<file path="config.mk">
export PLATFORM = sky130hd
export DESIGN_NAME = processor_control_fsm
export DESIGN_NICKNAME = d
export VERILOG_FILES = /design/src/rtl/processor_control_fsm_pkg.sv /design/src/rtl/processor_control_fsm.sv
export SDC_FILE = /design/constraint.sdc
export NUM_CORES = 1
export LEC_CHECK = 0
export BUFFER_PORTS_ARGS = -buffer_cell sky130_fd_sc_hd__clkbuf_2
export CORE_UTILIZATION = 38
export CTS_CLUSTER_DIAMETER = 50
export CTS_CLUSTER_SIZE = 24
export DETAILED_ROUTE_END_ITERATION = 12
export MAX_ROUTING_LAYER = met4
export PLACE_DENSITY_LB_ADDON = 0.3
export SYNTH_ARGS = -nofsm -noshare
export SYNTH_HDL_FRONTEND = slang
export SYNTH_SLANG_ARGS = --single-unit
</file>
<file path="constraint.sdc">
create_clock -name Clock -period 2.6 [get_ports Clock]
set_input_delay 0.13 -clock Clock [delete_from_list [all_inputs] [get_ports Clock]]
set_output_delay 0.13 -clock Clock [all_outputs]
set_load 0.05 [all_outputs]
</file>
<file path="src/rtl/processor_control_fsm_pkg.sv">
// Shared definitions for the lab processor control unit: opcodes, state
// encodings, ALU op codes and instruction-register field positions.
package processor_control_fsm_pkg;

  localparam logic [3:0] OP_NOOP  = 4'b0000;
  localparam logic [3:0] OP_STORE = 4'b0001;
  localparam logic [3:0] OP_LOAD  = 4'b0010;
  localparam logic [3:0] OP_ADD   = 4'b0011;
  localparam logic [3:0] OP_SUB   = 4'b0100;
  localparam logic [3:0] OP_HALT  = 4'b0101;

  localparam logic [2:0] ALU_PASS = 3'b000;
  localparam logic [2:0] ALU_ADD  = 3'b001;
  localparam logic [2:0] ALU_SUB  = 3'b010;

  // IR[15:12] opcode; LOAD uses [11:4] address and [3:0] Rd;
  // STORE uses [11:8] Ra and [7:0] address; ALU ops use [11:8] [7:4] [3:0].
  localparam int unsigned OP_MSB    = 15;
  localparam int unsigned OP_LSB    = 12;
  localparam int unsigned RA_MSB    = 11;
  localparam int unsigned RA_LSB    = 8;
  localparam int unsigned RB_MSB    = 7;
  localparam int unsigned RB_LSB    = 4;
  localparam int unsigned RC_MSB    = 3;
  localparam int unsigned RC_LSB    = 0;
  localparam int unsigned LDA_MSB   = 11;
  localparam int unsigned LDA_LSB   = 4;
  localparam int unsigned STA_MSB   = 7;
  localparam int unsigned STA_LSB   = 0;

  typedef enum logic [3:0] {
    S_INIT   = 4'd0,
    S_FETCH  = 4'd1,
    S_DECODE = 4'd2,
    S_NOOP   = 4'd3,
    S_LOAD_A = 4'd4,
    S_LOAD_B = 4'd5,
    S_STORE  = 4'd6,
    S_ADD    = 4'd7,
    S_SUB    = 4'd8,
    S_HALT   = 4'd9
  } state_t;

endpackage

</file>
<file path="src/rtl/processor_control_fsm.sv">
// Control unit of the lab processor: fetch/decode/execute sequencing with
// Moore outputs decoded from the state register and the current instruction.
module processor_control_fsm
  import processor_control_fsm_pkg::*;
#(
  parameter int unsigned RF_AW = 4,
  parameter int unsigned D_AW  = 8
) (
  input  logic             Clock,
  input  logic             Resetn,
  input  logic [15:0]      IR,
  output logic             PC_clr,
  output logic             PC_up,
  output logic             IR_ld,
  output logic [D_AW-1:0]  D_addr,
  output logic             D_wr,
  output logic             RF_s,
  output logic [RF_AW-1:0] RF_W_addr,
  output logic             RF_W_en,
  output logic [RF_AW-1:0] RF_Ra_addr,
  output logic [RF_AW-1:0] RF_Rb_addr,
  output logic [2:0]       ALU_s,
  output logic [3:0]       State
);

  state_t state, state_nxt;
  logic [3:0] opcode;

  assign opcode = IR[OP_MSB:OP_LSB];
  assign State  = state;

  always_ff @(posedge Clock or negedge Resetn) begin
    if (!Resetn) state <= S_INIT;
    else         state <= state_nxt;
  end

  always_comb begin
    state_nxt = S_INIT;
    case (state)
      S_INIT:   state_nxt = S_FETCH;
      S_FETCH:  state_nxt = S_DECODE;
      S_DECODE: begin
        case (opcode)
          OP_STORE: state_nxt = S_STORE;
          OP_LOAD:  state_nxt = S_LOAD_A;
          OP_ADD:   state_nxt = S_ADD;
          OP_SUB:   state_nxt = S_SUB;
          OP_HALT:  state_nxt = S_HALT;
          default:  state_nxt = S_NOOP;
        endcase
      end
      S_LOAD_A: state_nxt = S_LOAD_B;
      S_LOAD_B, S_STORE, S_ADD, S_SUB, S_NOOP: state_nxt = S_FETCH;
      S_HALT:   state_nxt = S_HALT;
      default:  state_nxt = S_INIT;
    endcase
  end

  always_comb begin
    PC_clr     = 1'b0;
    PC_up      = 1'b0;
    IR_ld      = 1'b0;
    D_addr     = '0;
    D_wr       = 1'b0;
    RF_s       = 1'b0;
    RF_W_addr  = '0;
    RF_W_en    = 1'b0;
    RF_Ra_addr = '0;
    RF_Rb_addr = '0;
    ALU_s      = ALU_PASS;
    case (state)
      S_INIT: PC_clr = 1'b1;
      S_FETCH: begin
        IR_ld = 1'b1;
        PC_up = 1'b1;
      end
      // LOAD_A holds the address for the synchronous memory read; LOAD_B commits it.
      S_LOAD_A, S_LOAD_B: begin
        D_addr    = D_AW'(IR[LDA_MSB:LDA_LSB]);
        RF_s      = 1'b1;
        RF_W_addr = RF_AW'(IR[RC_MSB:RC_LSB]);
        RF_W_en   = (state == S_LOAD_B);
      end
      S_STORE: begin
        D_addr     = D_AW'(IR[STA_MSB:STA_LSB]);
        RF_Ra_addr = RF_AW'(IR[RA_MSB:RA_LSB]);
        D_wr       = 1'b1;
      end
      S_ADD, S_SUB: begin
        RF_Ra_addr = RF_AW'(IR[RA_MSB:RA_LSB]);
        RF_Rb_addr = RF_AW'(IR[RB_MSB:RB_LSB]);
        RF_W_addr  = RF_AW'(IR[RC_MSB:RC_LSB]);
        ALU_s      = (state == S_ADD) ? ALU_ADD : ALU_SUB;
        RF_W_en    = 1'b1;
      end
      default: ;
    endcase
  end

endmodule

</file>
==> results of run 1 <==
==> worst max-delay path by stage <==
stage                             from  depth (start not counted)       endpoint  slack (ns)
finish              State[0]$_DFF_PN0_                          4  RF_Rb_addr[0]        0.63
detailed placement  State[0]$_DFF_PN0_                          4  RF_Rb_addr[2]        0.87
global placement    State[0]$_DFF_PN0_                          4  RF_Rb_addr[2]        0.88
global route        State[3]$_DFF_PN0_                          4  RF_Rb_addr[3]        0.51
CTS                 State[0]$_DFF_PN0_                          4  RF_Rb_addr[2]        0.63
floorplan           State[0]$_DFF_PN0_                          2         PC_clr        0.09
==> per-stage QoR <==
step / hold WS [ns] / std cells / setup WS, ns / instance area (sq um) / utilization (%)
3_5_place_dp: -0.0597 / 126 / 0.874 / 751 / 57.7
2_1_floorplan: -0.166 / 68 / 0.0891 / 527 / -
4_1_cts: 0.226 / 130 / 0.626 / 783 / 60.2
6_report: 0.234 / 130 / 0.635 / 783 / 60.2
5_1_grt: 0.257 / 130 / 0.514 / 783 / 60.2
3_3_place_gp: -0.0618 / 126 / 0.885 / 751 / 57.7
==> worst max-delay path, cell delays in order, from the launching register on <==
cell	delay, ns
dfrtp_1	0.49
or4b_4	0.60
o21ai_2	0.10
and2_1	0.14
clkbuf_2	0.27
==> cell families after synthesis <==
family                 count (synthesis)  share of synthesized area [%]
AND/OR/NAND/NOR                       30                           36.3
buffers and inverters                  9                           9.74
other                                  1                          0.712
AO/OA/AOI/OAI                         23                           32.5
flip-flops                             4                           19.0
XOR/XNOR                               1                           1.66
==> cell usage after synthesis, types with 2 or more instances <==
master    instances
nor2_1            4
nand3b_1          2
buf_2             2
o21ai_0           5
dfrtp_1           4
a22o_1            8
inv_1             3
and2_1            8
a21boi_0          5
buf_4             2
nor2b_1           2
nor2_2            2
==> where the power goes <==
group | switching, mW | leakage [nW] | internal (mW) | total [mW]
clock network | 0.0253 | 0.0138 | 0.0516 | 0.0769
logic | 0.351 | 0.379 | 0.114 | 0.465
registers | 0.0532 | 0.0503 | 0.0819 | 0.135
total | 0.430 | 0.443 | 0.247 | 0.677
==> layer usage <==
layer	wire length (um)	share of wire, %	GRT usage (%)
met5	0	0	-
met4	0	0	2.59
met3	76	5.4	5.20
met2	710	50	34.6
met1	629	44	24.8
==> layout make-up <==
cell class	count	area, sq um	share of cell area [%]
Sequential cell	4	100	12.8
Timing Repair Buffer	50	255	32.6
Clock buffer	3	22.5	2.88
Multi-Input combinational cell	55	375	47.9
Inverter	3	11.3	1.44
Tap cell	15	18.8	2.40
==> cells in the final DEF, fill, tap and decap left out, types with 2 or more instances in the layout <==
cell,n
a21boi_0,5
a22o_1,8
and2_1,8
clkbuf_2,49
clkbuf_4,3
dfrtp_1,4
inv_1,3
nand3b_1,2
nor2_1,4
nor2_2,2
nor2b_1,2
o21ai_0,5
==> repair_timing <==
action,CTS,global route
hold endpoints to repair,4,0
hold buffers,1,0
gates resized for setup,0,0
==> results_dict.tcl, run 1 <==
set metrics [dict create \
    outcome "finished clean" \
    largest_reg_flops 4 \
    grt_pass1_wl_mm 2.08 \
    areaGrowthSynthToFinish_pct 48.7 \
    grt_antenna_before_repair 0 \
    routed-via-count 658 \
    cp.arrival_ns 1.84 \
    yosysTopAreaCell "dfrtp_1" \
    synthesis.area_sq_um 527 \
    dieHeight_um 39.2 \
    rsz0062_at_grt "no" \
    htree_levels 1 \
    regToRegEndpoint "State[0]$_DFF_PN0_" \
    hold_viol 0 \
    ant_nets 0 \
    hold_depth 3 \
    clkTransAtPathRegs_ns 0.04 \
    max_clock_freq_ghz 0.509 \
    initialDrtViolationCount 11 \
    synth_ff_type "dfrtp_1" \
    path_class "flop to output pin" \
    cts_max_path_buffers 2 \
    rr_worst_depth 3 \
    fin_nets 135 \
    grt_max_degree 14 \
    hold_class "primary input to flop" \
    dieArea_sq_um 1540 \
    rows 13 \
    total_power_mw 0.677 \
    crit_path_end_kind "output pin" \
    cts-root-buf "clkbuf_4" \
    synthCells 68 \
    ys_ff_latch 4 \
    drv_slew 0 \
    clock_sinks 4 \
    crit_path_max_fanout 12 \
    powerDensity_nw_per_um2 865 \
    hold_end "State[3]$_DFF_PN0_" \
    gr-usage-all-layers_pct 20.4 \
    hold_path.startpoint "IR[14]" \
    rrSetupSlack_ns 1.40 \
    fin_crit_sh_pct 75.6 \
    overflow 0 \
    synth_fp_nets 86 \
    fp.dieW_um 39.2 \
    synth_area_leaders "dfrtp_1, a22o_1, and2_1, a21boi_0, o21ai_0" \
    synth_warnings 0 \
    post_drt_via_cell_ratio 5.06 \
    synth_top_area_share_pct 19.0 \
    insertion_delay_ns 0.24 \
    drt-total-wl_mm 1.42 \
    r2r-start "State[2]$_DFF_PN0_" \
    detailed_place_hpwl_mm 1.14 \
    synth_edf_count 0 \
    max_cap_violations 0 \
    n_antenna_cell 0 \
    clock_skew_ns 0.00827 \
    required_ns 2.47 \
    start_util_pct 40.5 \
    syn_area_per_cell_sq_um 7.75 \
    setup_tns_ns 0 \
    cts_buffers 3 \
    final_layout_size_suffix_gt1_share_pct 50.4 \
    port_buffers 49 \
    crit_path_start_kind "flop" \
    gp_congestion 0.760 \
    coreArea_sq_um 1300 \
    grt_pass1_vias 483 \
    netlist-cell-type-count 33 \
    seq_area_frac_synth_pct 19.0 \
    wl_per_cell_um 10.9 \
    cts_tree "done" \
    cts_setup_buffers 0 \
    fillers 129 \
    period_minus_slack_ns 1.97 \
    leakagePower_nw 0.443 \
    first_pass_iters 4 \
    peakVddDrop_mv 0.722 \
    synthArstFlopShare_pct 100 \
    ios 51 \
    finalSetupViolations 0 \
    drc 0 \
]
(Power assumes the default switching activity.)
==> inputs of run 2 (changes only) <==
ABC_AREA = 1   (was unset)
CORE_UTILIZATION = 32   (was 38)
clock period = 1.7 ns   (was 2.6 ns; I/O delays follow)
==> run 2 against run 1 <==
Against the previous run: the run now ends with DRC left; total power is 80% higher; count of clock-buffer cells in the layout is 1 higher; combinational power is 95% higher; register-to-register slack worse by 0.82 ns; cell count is 27% higher; sequential share of layout area is 2.5 points lower; hold slack worse by 0.050 ns; flip-flop and latch count stayed put; critical endpoint is now RF_Rb_addr[2].
==> results_dict.tcl, run 2 <==
set metrics [dict create \
    wl_per_cell_um 10.3 \
    hold_class "primary input to async pin" \
    ios 51 \
    synthesis.area_sq_um 552 \
    initialDrtViolationCount 16 \
    placed_cell_area_sq_um 915 \
    seqCellArea_sq_um 103 \
    drc 4 \
    powerDensity_nw_per_um2 1230 \
    crit_path_start_kind "flop" \
    cts_tree "done" \
    synthCells 96 \
    dieHeight_um 43.5 \
    synth_ff_type "dfrtp_1" \
    multi_input_area_sq_um 433 \
    netlist-cell-type-count 20 \
    clock_skew_ns 0.00684 \
    crit_path_end_kind "output pin" \
    synth_top_area_share_pct 18.1 \
    clock_sinks 4 \
    leakagePower_nw 0.595 \
    violations "DRC" \
    fillers 146 \
    final_layout_size_suffix_gt1_share_pct 53.7 \
    synth_edf_count 0 \
    fp.dieW_um 43.5 \
    grt_max_degree 10 \
    seq_area_frac_synth_pct 18.1 \
    coreArea_sq_um 1560 \
    cts_max_path_buffers 2 \
    cp.arrival_ns 1.55 \
    routed-via-count 786 \
    htree_levels 1 \
    ys_ff_latch 4 \
    max_cap_violations 0 \
    cts_buffers 3 \
    post-place-ws_ns 0.205 \
    rrSetupSlack_ns 0.58 \
    grt_pass1_vias 734 \
    dieArea_sq_um 1890 \
    first_pass_iters 8 \
    synthArstFlopShare_pct 100 \
    finalSetupViolations 0 \
    final_common_cell "clkbuf_2" \
    yosys-top-cells-count "inv_1, nand2_1, a21oi_1, o21ai_0, nand3_1" \
    detailed_place_hpwl_mm 1.45 \
    setup_tns_ns 0 \
    required_ns 1.62 \
    port_buffers 49 \
    gr-usage-all-layers_pct 20.3 \
    grt_antenna_before_repair 0 \
    grt_pass1_wl_mm 2.86 \
    synth_area_leaders "dfrtp_1, inv_1, nand2_1, a21oi_1, o21ai_0" \
    synth_warnings 0 \
    post_drt_via_cell_ratio 4.76 \
    areaGrowthSynthToFinish_pct 80.0 \
    path_class "flop to output pin" \
    drv_slew 0 \
    yosysTopAreaCell "dfrtp_1" \
    fin_nets 168 \
    insertion_delay_ns 0.24 \
    total_power_mw 1.22 \
    n_antenna_cell 0 \
    timing.hold.ws_ns 0.184 \
    peakVddDrop_mv 0.781 \
    final_cell_mix "clkbuf_2, inv_1, nand2_1, clkbuf_4, a21oi_4" \
    overflow 0 \
    synth_fp_nets 114 \
    drt-total-wl_mm 1.70 \
    setup_slack_ns 0.0657 \
    start_util_pct 35.4 \
    syn_area_per_cell_sq_um 5.75 \
    hold_viol 0 \
    fin_crit_sh_pct 96.1 \
    max_clock_freq_ghz 0.612 \
    outcome "finished with violations" \
    rows 14 \
    largest_reg_flops 4 \
    fin_area_sq_um 993 \
    crit_path_max_fanout 6 \
    cts-root-buf "clkbuf_4" \
    period_minus_slack_ns 1.63 \
    ant_nets 0 \
    clkTransAtPathRegs_ns 0.04 \
    gp_congestion 0.736 \
]
==> run 2: changes by cell type after synthesis, moves of 7 or more <==
| cell | delta |
|---|---|
| nand2_1 | +20 |
| inv_1 | +18 |
| and2_1 | -8 |
| a21oi_1 | +7 |
| a22o_1 | -8 |
==> run 2: final timing paths <==
kind / start / endpoint / cells after the start
worst max-delay path: State[3]$_DFF_PN0_ / RF_Rb_addr[2] / 5
worst min-delay path: Resetn / State[1]$_DFF_PN0_ / 2
worst max register to register: State[1]$_DFF_PN0_ / State[0]$_DFF_PN0_ / 4
worst min register to register: State[0]$_DFF_PN0_ / State[3]$_DFF_PN0_ / 2
max in group asynchronous: Resetn / State[2]$_DFF_PN0_ / 2
min in group Clock: IR[14] / State[3]$_DFF_PN0_ / 3
==> run 2: kinds of logic (layout without fill, tap and decap cells) <==
family	after synthesis	count (layout)	share of synthesized area [%]
AO/OA/AOI/OAI	21	21	20.4
buffers and inverters	29	82	23.1
flip-flops	4	4	18.1
other	1	1	0.680
AND/OR/NAND/NOR	41	41	37.6
==> run 2: final cells by class <==
cell class / instances / area share, %
multi-input cells: 63 / 43.6
repair buffers: 53 / 31.7
flip-flops and latches: 4 / 10.3
inverters: 25 / 9.70
clock buffers: 4 / 2.64
well taps: 16 / 2.02
==> run 2: timing repair <==
action	CTS	global route
resized for setup	9	20
endpoints found under the setup margin	8	16
hold endpoints to repair	4	0
hold buffers	1	0
setup buffers	0	0
==> run 2: critical path, cell delays in order (launching register included) <==
cell and delay (ns):
dfrtp_1 0.45, nor2_4 0.20, nand3_1 0.09, buf_4 0.19
a21oi_4 0.14, clkbuf_4 0.24
==> run 2: per-stage QoR <==
stage	instances	util, %
CTS	165	62.4
finish	165	63.7
global placement	160	58.7
detailed placement	160	58.7
floorplan	96	-
global route	165	63.7
==> run 2: layer usage <==
metal  GRT usage, %  up-vias  wire length (um)
li1               -      404                 -
met3           2.50        2                72
met2           36.7       24               932
met1           22.7      356               676
met4           7.50        0                14
met5              -        -                 0
==> run 2: where the power goes <==
group	switching [mW]	total [mW]	internal, mW	leakage [nW]
Clock	0.0428	0.131	0.0883	0.0150
Sequential	0.0521	0.182	0.130	0.0481
Combinational	0.686	0.907	0.221	0.532
